--- src/rtl/gpu_pkg.sv ---
// rtl/gpu_pkg.sv - shared GPU datapath constants and operand collector state encoding
package gpu_pkg;

   localparam int DATA_W   = 64;
   localparam int REG_W    = 5;
   localparam int NUM_REGS = 32;

   typedef enum logic [2:0] {
      IDLE   = 3'd0,
      READ_A = 3'd1,
      READ_B = 3'd2,
      CAP_B  = 3'd3,
      VALID  = 3'd4
   } collector_state_t;

endpackage

--- src/rtl/operand_collector.sv ---
// rtl/operand_collector.sv - fetches two source operands through the shared register file port
// Writeback owns the register file port whenever it asks for it; operand reads
// simply stall in READ_A/READ_B until the port is free again.
module operand_collector
   import gpu_pkg::*;
#(
   parameter int OP_W   = 8,
   parameter int DATA_W = gpu_pkg::DATA_W,
   parameter int REG_W  = gpu_pkg::REG_W
) (
   input  logic              clk,
   input  logic              rst_n,
   input  logic              in_valid,
   output logic              in_ready,
   input  logic [OP_W-1:0]   in_op,
   input  logic [REG_W-1:0]  in_rs1,
   input  logic [REG_W-1:0]  in_rs2,
   input  logic [REG_W-1:0]  in_rd,
   input  logic              wb_valid,
   input  logic [REG_W-1:0]  wb_reg,
   input  logic [DATA_W-1:0] wb_data,
   output logic [31:0]       rf_register_num,
   output logic              rf_read,
   output logic              rf_write,
   output logic [DATA_W-1:0] rf_in,
   input  logic [DATA_W-1:0] rf_out,
   output logic              out_valid,
   input  logic              out_ready,
   output logic [OP_W-1:0]   out_op,
   output logic [REG_W-1:0]  out_rd,
   output logic [DATA_W-1:0] out_a,
   output logic [DATA_W-1:0] out_b
);

   collector_state_t state;
   logic [REG_W-1:0] rs1_q;
   logic [REG_W-1:0] rs2_q;
   logic [REG_W-1:0] rs_sel;

   assign in_ready = (state == IDLE);
   assign rs_sel   = (state == READ_B) ? rs2_q : rs1_q;

   // Shared port mux: writeback wins; strobes are held off while in reset
   always_comb begin
      rf_write        = 1'b0;
      rf_read         = 1'b0;
      rf_in           = '0;
      rf_register_num = {{(32-REG_W){1'b0}}, rs_sel};
      if (wb_valid) begin
         rf_register_num = {{(32-REG_W){1'b0}}, wb_reg};
         rf_in           = wb_data;
      end
      if (rst_n) begin
         if (wb_valid) begin
            rf_write = 1'b1;
         end else begin
            rf_read = (state == READ_A) || (state == READ_B);
         end
      end
   end

   // Collection sequence: latch, read rs1, read rs2 (capturing rs1 data), capture rs2 data, present
   always_ff @(posedge clk or negedge rst_n) begin
      if (!rst_n) begin
         state     <= IDLE;
         rs1_q     <= '0;
         rs2_q     <= '0;
         out_valid <= 1'b0;
         out_op    <= '0;
         out_rd    <= '0;
         out_a     <= '0;
         out_b     <= '0;
      end else begin
         case (state)
            IDLE: begin
               if (in_valid) begin
                  out_op <= in_op;
                  out_rd <= in_rd;
                  rs1_q  <= in_rs1;
                  rs2_q  <= in_rs2;
                  state  <= READ_A;
               end
            end
            READ_A: begin
               if (!wb_valid) begin
                  state <= READ_B;
               end
            end
            READ_B: begin
               // rf_out keeps the rs1 data across stalls because writes never update it
               if (!wb_valid) begin
                  out_a <= rf_out;
                  state <= CAP_B;
               end
            end
            CAP_B: begin
               out_b     <= rf_out;
               out_valid <= 1'b1;
               state     <= VALID;
            end
            VALID: begin
               if (out_ready) begin
                  out_valid <= 1'b0;
                  state     <= IDLE;
               end
            end
            default: begin
               out_valid <= 1'b0;
               state     <= IDLE;
            end
         endcase
      end
   end

endmodule

--- config.mk ---
export PLATFORM = sky130hd
export DESIGN_NAME = operand_collector
export DESIGN_NICKNAME = d
export VERILOG_FILES = /design/src/rtl/gpu_pkg.sv /design/src/rtl/operand_collector.sv
export SDC_FILE = /design/constraint.sdc
export NUM_CORES = 1
export LEC_CHECK = 0
export ABC_AREA = 1
export ABC_CLOCK_PERIOD_IN_PS = 2600
export BUFFER_PORTS_ARGS = -buffer_cell sky130_fd_sc_hd__buf_2
export CAP_MARGIN = 20
export CORE_AREA = 2 2 156 158
export DETAILED_ROUTE_END_ITERATION = 8
export DIE_AREA = 0 0 158 160
export PLACE_DENSITY_LB_ADDON = 0.12
export SLEW_MARGIN = 20
export SYNTH_ARGS = -nofsm -noshare
export SYNTH_HDL_FRONTEND = slang
export SYNTH_SLANG_ARGS = --single-unit
--- constraint.sdc ---
create_clock -name clk -period 2.6 [get_ports clk]
set_input_delay 0.13 -clock clk [delete_from_list [all_inputs] [get_ports clk]]
set_output_delay 0.13 -clock clk [all_outputs]
set_load 0.02 [all_outputs]
# ---- Word level (Yosys, flattened, before mapping)
# Cells that the tools add are included.
dict set report word_totals {
  ff_bits 155
  in_bits 161
  out_inout_bits 241
  word_cells 39
}
dict set report classes {
  eq_ne 8
  muxes 14
  bitwise_logic 2
  reduce_logical 7
}
# operator count
set ops {}
lappend ops {{$mux W64} 1}
lappend ops {{$pmux W3 S5} 1}
lappend ops {{$mux W3} 4}
lappend ops {{$mux W5} 2}
lappend ops {{$ne A2 B2 Y1 const B} 4}
lappend ops {{$eq A3 B2 Y1 const B} 2}
lappend ops {{$reduce_and A2 Y1} 3}
lappend ops {{$mux W1} 5}
lappend ops {{$reduce_and A4 Y1} 1}
lappend ops {{$eq A3 B1 Y1 const B} 1}
lappend ops {{$eq A3 B3 Y1 const B} 1}
lappend ops {{$logic_not A3 Y1} 1}
lappend ops {{$pmux W1 S3} 1}
lappend ops {{$reduce_or A3 Y1} 1}
lappend ops {{$not A1 Y1} 2}
lappend ops {{$logic_or A1 B1 Y1} 1}

# ---- Longest topological paths before layout
dict set report logic_depth {
  word_depth 4
  depth_mapped 7
  depth_no_buf 7
}

# ---- Least setup slack after synthesis
# No wires, ideal clock.
dict set report synth_timing {
  kind {reg2out}
  startpoint {register state[0]}
  endpoint {output port rf_register_num[0]}
  arrival_time_ps 1417
  required_ps 2470
  slack_ps 1053
  stages_incl_launch_ff 7
  path_buffers 1
  path_cell_list {dfrtp_1 > nor2_2 > nand2_2 > clkbuf_1 > nand2_1 > o21ai_0 > o21ai_0}
}
dict set report synth_via {
  elab_chain_len 3
}
# element line
set synth_rtl {}
lappend synth_rtl {{start, declared} operand_collector.sv:35} ;# collector_state_t state;
lappend synth_rtl {{start signal, assigned} operand_collector.sv:65} ;# state <= IDLE;
lappend synth_rtl {{start signal, assigned} operand_collector.sv:81} ;# state <= READ_A;
lappend synth_rtl {{start signal, assigned} operand_collector.sv:86} ;# state <= READ_B;
lappend synth_rtl {{$eq A3 B2 Y1} operand_collector.sv:41} ;# assign rs_sel = (state == READ_B) ? rs2_q : rs1_q;
lappend synth_rtl {{$mux W5} operand_collector.sv:41}
lappend synth_rtl {{$mux W5} operand_collector.sv:49} ;# if (wb_valid) begin
lappend synth_rtl {{end, declared} operand_collector.sv:22} ;# output logic [31:0] rf_register_num,
# Every way passes these cells.

# ---- Worst setup path after layout
dict set report layout_timing {
  startpoint {register state[0]}
  endpoint {register out_a[54]}
}
dict set report layout_via {
  elab_chain_len 2
}
# element line
set layout_rtl {}
lappend layout_rtl {{$eq A3 B2 Y1} operand_collector.sv:74} ;# case (state)
lappend layout_rtl {{$reduce_and A2 Y1 (no source line)} --}
lappend layout_rtl {{end signal, assigned} operand_collector.sv:92} ;# out_a <= rf_out;
lappend layout_rtl {{end, declared} operand_collector.sv:31} ;# output logic [DATA_W-1:0] out_a,
# Every way passes these cells.
# A chain may end at the register's enable or synchronous reset.

==> out/qor.csv <==
stage,metric,value,unit
finish,multiInputGateArea,2190,um2
floorplanning,core_area,23800,um2
clock_network,clkSinkCount,155,
setup_path,max_stage_delay,0.62,ns
setup_path,crit_buf_inv,1,
timing,fin_crit_sh,79.9,%
timing,fin_skew,0.0154,ns
global_route,antenna_found_initial,1,
status,status,finished clean,
setup_path,critPathArrivalTime,2.42,ns
finish,area_delta_synth_final,49.2,%
place,dp_hpwl,15500,um
worst_hold_path,worstHoldStart,out_ready,
synthesis,ys_types,19,
timing,period_needed,2.08,ns
synthesis,netlist_instances,794,
timing,max_slew_margin,51.3,%
synthesis,synth_area_leader_cell,dfrtp_1,
setup_path,cp_cell_sequence,nor2_2 > nand2_2 > or2_4 > buf_12 > nand2_1 > o21ai_2,
finish,seq_area,3880,um2
finish,final_nets,1400,
setup_path,critPathTopFamily,simple AND/OR/NAND/NOR gates,
timing,slew_violations,0,
clock_network,cts-resized-gates,0,
drt,drt_pre_antenna_iters,5,
setup_path,cp.required,2.95,ns
setup_path,cp-end-kind,flip-flop,
place,gp_congestion,0.789,
global_route,grt.overflow.total,0,
setup_path,cp-startpoint,state[0],
power,p_total,0.0115,W
global_route,grt_max_degree,88,
power,leakagePower,6.21,nW
clock_network,clk_pin_slew,0.07,ns
clock_network,htree_levels,4,
clock_network,cts_buffers,17,
setup_path,start_kind,flip-flop,
place,portBuffers,374,
synthesis,syn-cell-area,6960,um2
floorplanning,die_width,158,um
drt,drc,0,
synthesis,syn_avg_cell_area,8.77,um2
drt,wl_per_cell,13.7,um
timing,max_freq,0.481,GHz
setup_path,crit_type,reg -> reg,
global_route,grt_pass1_wl,33600,um
finish,finalNonFillerCells,1576,
drt,avgViaCountPerCell,4.01,
clock_network,clockBufferDepth,2,
finish,fillers,2462,
floorplanning,start_util,29.2,%
synthesis,ys_seq_area_share,55.7,%
timing,hold_ws,0.0266,ns
synthesis,synth_area_leaders,"dfrtp_1, nand2_1, o21ai_2",
clock_network,cts_setup_buffers,0,
global_route,grt_pass1_vias,6338,
worst_hold_path,min_path_type,in -> reg,
synthesis,synthArstFlopShare,100,%
timing,hold_viol,0,
power,p_per_area,1110,nW/um2
drt,detail-route-antenna-nets,0,
synthesis,yosysTopAreaCellShare,55.7,%
finish,final_util,43.6,%
drt,drtIter0Drc,291,
timing,worst_slew_pin_slew,0.730,ns
job,maxCapViolCount,0,
floorplanning,dieArea,25300,um2
synthesis,synth-seq-cells,155,
synthesis,yosys-top-cells-count,"nand2_1, dfrtp_1, inv_1, o21ai_0, o21ai_2",
timing,finalSetupTns,0,ns
clock_network,clkLatencyLatePin,0.42,ns
setup_path,crit_fanout,63,
timing,setup_viol,0,
drt,via_count,6313,
global_route,grtUsageTotal,17.1,%
floorplanning,row_count,57,
clock_network,cts_tree,done,
synthesis,ys_warn_count,0,
timing,rsz0062_at_grt,no,
clock_network,root_buffer,clkbuf_16,
floorplanning,die_y,160,um
floorplanning,ios,402,
synthesis,synth_ff_type,dfrtp_1,
place,dp_cells,1456,
drt,drt_wl_total,21600,um
finish,drive_above_1_share,38.6,%
power,peakVddDrop,0.000436,V
setup_path,slowest_stage,or2_4,
synthesis,synth_edf_count,0,
synthesis,synth_most_common_cell,nand2_1,
setup_path,timing.rr.start,state[0],
## through the flow
step | instance area, um2 | worst slack (ns)
floorplan | 7060 | 1.05
global placement | 8970 | 0.538
detailed placement | 8970 | 0.500
CTS | 10400 | 0.472
global route | 10400 | 0.282
finish | 10400 | 0.523
## layout by cell type, fill, tap and decap left out, drive strengths merged, types with 9 or more instances in the layout
cell         instances
buf                383
clkbuf              17
conb                27
dfrtp              155
dlygate4sd3         88
inv                144
nand2              250
nand3               22
nor2                 9
o21ai              139
## cell families (layout without fill, tap and decap cells)
family / Yosys count / after routing / synth area share, %
flops: 155 / 155 / 55.7
other cells: 1 / 28 / 0.0539
buf+inv: 209 / 640 / 14.4
compound gates: 144 / 144 / 13.8
simple gates: 285 / 285 / 16.0
## tightest hold or removal path, stage by stage
cell	delay, ns
buf_2	0.09
nor2_1	0.04
nand2_1	0.09
nand2_1	0.05
## per-layer routing
layer  share of wire, %  routed length, um  vias to the layer above  track usage [%]
met5                  0                  0                        -                0
met4                1.2                255                        0             4.75
met3                7.7               1670                       15             5.48
met2                 50              10700                      235             29.1
met1                 42               8950                     2822             20.7
li1                   -                  -                     3241                -
## state kept, by name, summed over array words and instances, names as in the netlist
register and cells:
out_b 64, out_op 8, out_a 64, out_valid 1
out_rd 5, state 3, rs2_q 5, rs1_q 5
## power breakdown
part	switching (W)	internal, W
logic	0.00336	0.00173
clock network	0.00108	0.00123
registers	0.000595	0.00355
## layout make-up
cell class	count	area share (%)
diodes	1	0.0241
clock buffers	17	4.10
clock inverters	14	1.07
inverters	138	4.99
multi-input cells	456	21.1
flip-flops and latches	155	37.3
well taps	324	3.90
repair buffers	471	27.5
## path summary, 6_finish.rpt
kind | slack (ns) | endpoint | depth (start not counted)
setup / recovery | 0.52 | out_a[54] | 6
hold / removal | 0.03 | state[2] | 4
setup reg to reg | 0.52 | out_a[54] | 6
hold reg to reg | 0.47 | rs2_q[4] | 2
max in group asynchronous | 1.58 | out_a[25] | 3
min in group asynchronous | 0.18 | out_op[3] | 2
## what timing repair did
action,4_1_cts,5_1_grt
hold buffers,88,0
setup endpoints to repair,0,0
hold endpoints to repair,160,0
(Power assumes the default switching activity.)
